<file path="config.mk">
export PLATFORM = sky130hd
export DESIGN_NAME = newton_solver_param_flat
export DESIGN_NICKNAME = d
export VERILOG_FILES = /design/src/rtl/newton_solver_param_if.sv /design/src/rtl/newton_solver_param.sv /design/src/flat_wrapper.sv
export SDC_FILE = /design/constraint.sdc
export NUM_CORES = 2
export LEC_CHECK = 0
export ABC_AREA = 1
export CAP_MARGIN = 40
export CORE_ASPECT_RATIO = 1.25
export CORE_MARGIN = 2
export CORE_UTILIZATION = 67
export CTS_CLUSTER_DIAMETER = 60
export DETAILED_ROUTE_END_ITERATION = 16
export PLACE_DENSITY = 0.84
export SYNTH_ARGS = -nofsm -noshare
export SYNTH_HDL_FRONTEND = slang
export SYNTH_SLANG_ARGS = --single-unit
export TNS_END_PERCENT = 5
</file>
<file path="constraint.sdc">
create_clock -name clk -period 75.1 [get_ports clk]
set_input_delay 7.51 -clock clk [delete_from_list [all_inputs] [get_ports clk]]
set_output_delay 7.51 -clock clk [all_outputs]
set_load 0.02 [all_outputs]
</file>
<file path="src/rtl/newton_solver_param_if.sv">
// ============================================================================
// Module      : newton_solver_param_if
// Description : Coefficient stream, result stream and status bundle for the
//               Newton-Raphson quadratic root finder.
// Revision    : 1.0 - initial release
// ============================================================================
`default_nettype none

interface newton_solver_param_if #(
    parameter int W        = 8,
    parameter int MAX_ITER = 8
);
    localparam int IW = $clog2(MAX_ITER + 1);

    logic                 in_valid;
    logic signed [W-1:0]  in_data;
    logic                 in_ready;
    logic                 abort;
    logic                 out_valid;
    logic                 out_ready;
    logic signed [W-1:0]  root;
    logic [1:0]           status;
    logic [IW-1:0]        iters;
    logic                 busy;

    modport master (
        output in_valid, in_data, abort, out_ready,
        input  in_ready, out_valid, root, status, iters, busy
    );

    modport slave (
        input  in_valid, in_data, abort, out_ready,
        output in_ready, out_valid, root, status, iters, busy
    );
endinterface

`default_nettype wire

</file>
<file path="src/rtl/newton_solver_param.sv">
// ============================================================================
// Module      : newton_solver_param
// Description : Iterative integer Newton-Raphson solver for a*x^2+b*x+c = 0,
//               loaded as four signed words (a, b, c, x0) over valid/ready.
// Revision    : 1.0 - initial release
// ============================================================================
`default_nettype none

module newton_solver_param #(
    parameter int W        = 8,
    parameter int MAX_ITER = 8
) (
    input  wire logic              clk,
    input  wire logic              reset,
    newton_solver_param_if.slave   bus
);
    localparam int IW   = $clog2(MAX_ITER + 1);
    localparam int c_TW = 3 * W + 2;
    localparam int c_BW = 2 * W + 2;
    localparam int c_NW = 3 * W + 3;

    localparam logic [2:0] c_IDLE   = 3'd0;
    localparam logic [2:0] c_LOAD   = 3'd1;
    localparam logic [2:0] c_EVAL   = 3'd2;
    localparam logic [2:0] c_UPDATE = 3'd3;
    localparam logic [2:0] c_DONE   = 3'd4;

    localparam logic [1:0] c_ST_CONV  = 2'd0;
    localparam logic [1:0] c_ST_DIV0  = 2'd1;
    localparam logic [1:0] c_ST_OVF   = 2'd2;
    localparam logic [1:0] c_ST_MAXIT = 2'd3;

    logic [2:0]              r_state;
    logic [2:0]              w_state_nx;
    logic [1:0]              r_idx;
    logic signed [W-1:0]     r_a;
    logic signed [W-1:0]     r_b;
    logic signed [W-1:0]     r_c;
    logic signed [W-1:0]     r_x;
    logic signed [W-1:0]     r_root;
    logic signed [c_TW-1:0]  r_top;
    logic signed [c_BW-1:0]  r_bot;
    logic [1:0]              r_status;
    logic [IW-1:0]           r_iters;
    logic                    r_in_ready;
    logic                    r_out_valid;
    logic                    r_busy;

    logic                    w_accept;
    logic signed [c_TW-1:0]  w_at;
    logic signed [c_TW-1:0]  w_bt;
    logic signed [c_TW-1:0]  w_ct;
    logic signed [c_TW-1:0]  w_xt;
    logic signed [c_BW-1:0]  w_ab;
    logic signed [c_BW-1:0]  w_bb;
    logic signed [c_BW-1:0]  w_xb;
    logic signed [c_TW-1:0]  w_top;
    logic signed [c_BW-1:0]  w_bot;
    logic                    w_bot_zero;
    logic signed [c_TW-1:0]  w_den;
    logic signed [c_TW-1:0]  w_q;
    logic signed [c_NW-1:0]  w_nx;
    logic                    w_nx_fits;
    logic signed [W-1:0]     w_nx_w;
    logic [IW-1:0]           w_iters_inc;
    logic                    w_last_iter;
    logic                    w_stop;

    assign w_accept = bus.in_valid & r_in_ready;

    // Operands are sign-extended up front so products never wrap for any W-bit input.
    assign w_at  = {{(c_TW-W){r_a[W-1]}}, r_a};
    assign w_bt  = {{(c_TW-W){r_b[W-1]}}, r_b};
    assign w_ct  = {{(c_TW-W){r_c[W-1]}}, r_c};
    assign w_xt  = {{(c_TW-W){r_x[W-1]}}, r_x};
    assign w_ab  = {{(c_BW-W){r_a[W-1]}}, r_a};
    assign w_bb  = {{(c_BW-W){r_b[W-1]}}, r_b};
    assign w_xb  = {{(c_BW-W){r_x[W-1]}}, r_x};
    assign w_top = w_at * w_xt * w_xt + w_bt * w_xt + w_ct;
    assign w_bot = (w_ab + w_ab) * w_xb + w_bb;

    // Divisor forced to 1 when bot is zero; the result is then ignored.
    assign w_bot_zero  = (r_bot == '0);
    assign w_den       = w_bot_zero ? {{(c_TW-1){1'b0}}, 1'b1}
                                    : {{(c_TW-c_BW){r_bot[c_BW-1]}}, r_bot};
    assign w_q         = r_top / w_den;
    assign w_nx        = {{(c_NW-W){r_x[W-1]}}, r_x} - {{(c_NW-c_TW){w_q[c_TW-1]}}, w_q};
    assign w_nx_fits   = (w_nx == {{(c_NW-W){w_nx[W-1]}}, w_nx[W-1:0]});
    assign w_nx_w      = w_nx[W-1:0];
    assign w_iters_inc = r_iters + IW'(1);
    assign w_last_iter = (w_iters_inc == IW'(MAX_ITER));
    assign w_stop      = w_bot_zero || !w_nx_fits || (w_nx_w == r_x) || w_last_iter;

    always_comb begin
        w_state_nx = r_state;
        case (r_state)
            c_IDLE:   if (w_accept) w_state_nx = c_LOAD;
            c_LOAD:   if (w_accept && r_idx == 2'd3) w_state_nx = c_EVAL;
            c_EVAL:   w_state_nx = c_UPDATE;
            c_UPDATE: w_state_nx = w_stop ? c_DONE : c_EVAL;
            c_DONE:   if (r_out_valid && bus.out_ready) w_state_nx = c_IDLE;
            default:  w_state_nx = c_IDLE;
        endcase
        if (bus.abort) w_state_nx = c_IDLE;
    end

    always_ff @(posedge clk or negedge reset) begin
        if (!reset) begin
            r_state     <= c_IDLE;
            r_idx       <= 2'd0;
            r_a         <= '0;
            r_b         <= '0;
            r_c         <= '0;
            r_x         <= '0;
            r_top       <= '0;
            r_bot       <= '0;
            r_root      <= '0;
            r_status    <= c_ST_CONV;
            r_iters     <= '0;
            r_in_ready  <= 1'b0;
            r_out_valid <= 1'b0;
            r_busy      <= 1'b0;
        end else begin
            r_state     <= w_state_nx;
            // Handshake flags are registered from the next state so they are glitch-free.
            r_in_ready  <= (w_state_nx == c_IDLE) || (w_state_nx == c_LOAD);
            r_out_valid <= (w_state_nx == c_DONE);
            r_busy      <= (w_state_nx != c_IDLE);
            if (bus.abort) begin
                r_idx <= 2'd0;
            end else begin
                case (r_state)
                    c_IDLE: begin
                        if (w_accept) begin
                            r_a   <= bus.in_data;
                            r_idx <= 2'd1;
                        end
                    end
                    c_LOAD: begin
                        if (w_accept) begin
                            case (r_idx)
                                2'd1:    r_b <= bus.in_data;
                                2'd2:    r_c <= bus.in_data;
                                default: begin
                                    r_x     <= bus.in_data;
                                    r_iters <= '0;
                                end
                            endcase
                            r_idx <= (r_idx == 2'd3) ? 2'd0 : r_idx + 2'd1;
                        end
                    end
                    c_EVAL: begin
                        r_top <= w_top;
                        r_bot <= w_bot;
                    end
                    c_UPDATE: begin
                        r_iters <= w_iters_inc;
                        if (w_bot_zero) begin
                            r_root   <= r_x;
                            r_status <= c_ST_DIV0;
                        end else if (!w_nx_fits) begin
                            r_root   <= r_x;
                            r_status <= c_ST_OVF;
                        end else if (w_nx_w == r_x) begin
                            r_root   <= w_nx_w;
                            r_status <= c_ST_CONV;
                        end else if (w_last_iter) begin
                            r_root   <= w_nx_w;
                            r_status <= c_ST_MAXIT;
                        end else begin
                            r_x <= w_nx_w;
                        end
                    end
                    default: ;
                endcase
            end
        end
    end

    assign bus.in_ready  = r_in_ready;
    assign bus.out_valid = r_out_valid;
    assign bus.root      = r_root;
    assign bus.status    = r_status;
    assign bus.iters     = r_iters;
    assign bus.busy      = r_busy;

endmodule

`default_nettype wire
</file>
<file path="src/flat_wrapper.sv">
// flat-port wrapper written by rule: the top's interface ports become plain ports
module newton_solver_param_flat 
#(
    parameter int W        = 8,
    parameter int MAX_ITER = 8
)
  (clk, reset, bus_in_valid, bus_in_data, bus_abort, bus_out_ready, bus_in_ready, bus_out_valid, bus_root, bus_status, bus_iters, bus_busy);
  newton_solver_param_if #(.W(W), .MAX_ITER(MAX_ITER)) bus_i ();
  input  wire logic clk;
  input  wire logic reset;
  input wire logic [$bits(bus_i.in_valid)-1:0] bus_in_valid;
  input wire logic [$bits(bus_i.in_data)-1:0] bus_in_data;
  input wire logic [$bits(bus_i.abort)-1:0] bus_abort;
  input wire logic [$bits(bus_i.out_ready)-1:0] bus_out_ready;
  output wire logic [$bits(bus_i.in_ready)-1:0] bus_in_ready;
  output wire logic [$bits(bus_i.out_valid)-1:0] bus_out_valid;
  output wire logic [$bits(bus_i.root)-1:0] bus_root;
  output wire logic [$bits(bus_i.status)-1:0] bus_status;
  output wire logic [$bits(bus_i.iters)-1:0] bus_iters;
  output wire logic [$bits(bus_i.busy)-1:0] bus_busy;
  assign bus_i.in_valid = bus_in_valid;
  assign bus_i.in_data = bus_in_data;
  assign bus_i.abort = bus_abort;
  assign bus_i.out_ready = bus_out_ready;
  assign bus_in_ready = bus_i.in_ready;
  assign bus_out_valid = bus_i.out_valid;
  assign bus_root = bus_i.root;
  assign bus_status = bus_i.status;
  assign bus_iters = bus_i.iters;
  assign bus_busy = bus_i.busy;
  newton_solver_param #(.W(W), .MAX_ITER(MAX_ITER)) u_core (.clk(clk), .reset(reset), .bus(bus_i));
endmodule
</file>
==> metrics <==
Post-Synth Simple-Gate Area 0.253; Final Max Slew Viols 0; H-Tree Level Count 3; global-route wire length before repair 161 mm; CTS tree yes; Mapped Avg Cell Area 6.74 sq um; yosys warns 0; CP max-delay cell dfrtp_1; Syn Std Cell Area 36400 sq um; Post-synth EDFFs 0; final worst slack 7.17 ns; Final Core Density 0.717; Setup crit end kind flip-flop; pre-CTS setup slack 1.08 ns; DIE AREA 56200 sq um; Hold Fails Final Rpt 0; row cnt 95; largest family of logic cells by synthesized area adder cells; layout cell share with drive strength beyond 1 0.0861; startpoint types flip-flop; CTS clk-pin slew, worst paths 0.07 ns; antenna cells 0; Iteration-0 DRC Markers 2715; Clock Skew 0.0217 ns; largest net degree at the start of global routing 63; compound-cell area share of the yosys netlist 0.141; initial antenna violation count 1; relative slew slack 0.363; WHS Path Cells 2; Worst Path Arrival 68.19 ns; antenna viol nets, final 0; design area 38500 sq um; Worst path max stage delay 0.45 ns; area grow syn2layout 5.86%; All-Layer GR Usage 0.353; Distinct cells, synth 70; Cells after Synth 5398; status completed; count leader, synth nand2_1; fin crit share 0.904; top-area cell type share of the netlist area 0.184; nets@finish 6256; Max Fanout on Critical Path 44; clk sinks 98; Longest Clk Path Bufs 2; max-cap check violation count 0; multiplexer share of the synthesized area 0.00396; asr flop ratio synth 1.00; HPWL after DPL 79.8 mm; Skew-Pair Late Insertion Delay 0.39 ns; CTS Root Cell clkbuf_16; DRT Pass-1 Iters 6; Commonest cells post-synth nand2_1, inv_1, ha_1; GR Overflow Total 0; Post-Synth Adder-Cell Area 0.324; via/cell ratio 5.67; # IOs 30; port bufs 29; TritonCTS buffer count 9; gpl congestion 0.984; CP required 75.37 ns; core box area 53700 sq um; Placed Area 37300 sq um; Storage cell area 2460 sq um; sequential area share after synthesis 0.0674; # setup viols final 0; Crit Path Class reg -> reg; Fill cells 4507; vias in the first global route 34000; Post-synth top flop dfrtp_1; Multi-input gate area 29800 sq um; WL final 100 mm; Die H 264 um; XOR/XNOR share of the synthesized area 0.0843; DR vias 35100; Synth Register Bits 98; Die Span X 212 um; cell taking the most area after synthesis ha_1; Initial Util 0.677; DRC 0; reg2reg path depth 540; maximum operating frequency 0.0147 GHz; CP dominant cell by count nand2_1; setup tns final 0 ns; Hold WC Path Type reg -> reg; shortest period the worst path allows 67.93 ns; wire per inst 16.2 um; hold_buf cts 0; Slew @ Worst Pin 0.954 ns; ranking of synthesized cells by area ha_1, fa_1, nand2_1
-- worst paths after layout --
check / startpoint / endpoint / slack [ns]
hold / removal: u_core.r_bot[10] / u_core.r_bot[10] / 0.51
hold reg to reg: u_core.r_bot[10] / u_core.r_bot[10] / 0.51
setup / recovery: u_core.r_bot[14] / u_core.r_x[5] / 7.17
min in group asynchronous: reset / u_core.r_bot[14] / 7.11
setup reg to reg: u_core.r_bot[14] / u_core.r_x[5] / 7.17
max in group asynchronous: reset / u_core.r_x[7] / 66.72
-- registers in the layout, summed over array words and instances (netlist names) --
name and count:
u_core.bus.root 8, u_core.r_b 8, u_core.r_top 26, u_core.r_state 3, u_core.bus.iters 4, u_core.bus.status 2, u_core.r_idx 2, u_core.bus.out_valid 1
u_core.r_a 8, u_core.bus.busy 1, u_core.r_bot 18, u_core.r_x 8, u_core.r_c 8, u_core.bus.in_ready 1
-- per-layer routing --
metal  vias up  wire, um  track usage
met5         -        13            0
met4         2      7030        0.221
met3       404      6060       0.0355
met2      1225     49100        0.626
met1     16300     37900        0.404
li1      17200         -            -
-- worst max-delay path: cells and delay by family, from the launching register on --
kind	cells	cell delay, ns
flip-flops	1	0.45
buffers and inverters	88	7.53
adder cells (fa/ha/maj)	28	8.42
AO/OA/AOI/OAI	167	25.61
AND/OR/NAND/NOR	254	25.11
XOR/XNOR	3	0.50
-- placed cells by master (no fill, tap or decap), drive strengths merged, types with 6 or more instances in the layout --
cell type,count
mux2,11
a21o,28
nand3b,14
nand2,1344
a21oi,358
clkinvlp,6
nor2,363
a21boi,6
o31ai,28
o211ai,18
o22ai,6
clkdlybuf4s50,28
a221oi,6
conb,36
clkbuf,9
or2,83
a31oi,18
and2,9
ha,536
nor4,10
nand3,233
inv,1024
o21bai,52
dfrtp,98
o21ai,319
xnor2,134
buf,94
nor3,37
clkinv,12
xor2,216
o221ai,7
fa,253
a211oi,9
nand4,27
-- cells by family (layout without fill, tap and decap cells) --
group                    after synthesis  in the layout
adder cells (fa/ha/maj)              789            789
AND/OR/NAND/NOR                     2117           2128
AO/OA/AOI/OAI                        872            872
XOR/XNOR                             350            350
other                                  1             36
flip-flops                            98             98
buffers and inverters               1158           1173
multiplexers                          13             13
-- through the flow --
stage / hold slack, ns / cells
3_3_place_gp: 0.494 / 6099
6_report: 0.515 / 6186
3_5_place_dp: 0.496 / 6104
4_1_cts: 0.516 / 6120
5_1_grt: 0.556 / 6186
2_1_floorplan: 0.468 / 5433
-- layout make-up --
cell class | instances | share of cell area
Multi-Input combinational cell | 4188 | 0.775
Timing Repair Buffer | 122 | 0.0278
Clock inverter | 7 | 0.00211
Tap cell | 727 | 0.0236
Clock buffer | 9 | 0.00585
Inverter | 1035 | 0.102
Sequential cell | 98 | 0.0638
-- what timing repair did --
action                                  CTS  global route
buffers inserted                          0            55
resized for setup                         0            89
endpoints found under the setup margin    0            23
Power is not shown: default switching activity piles up to over one toggle a cycle in this logic, so the estimate is an artifact.
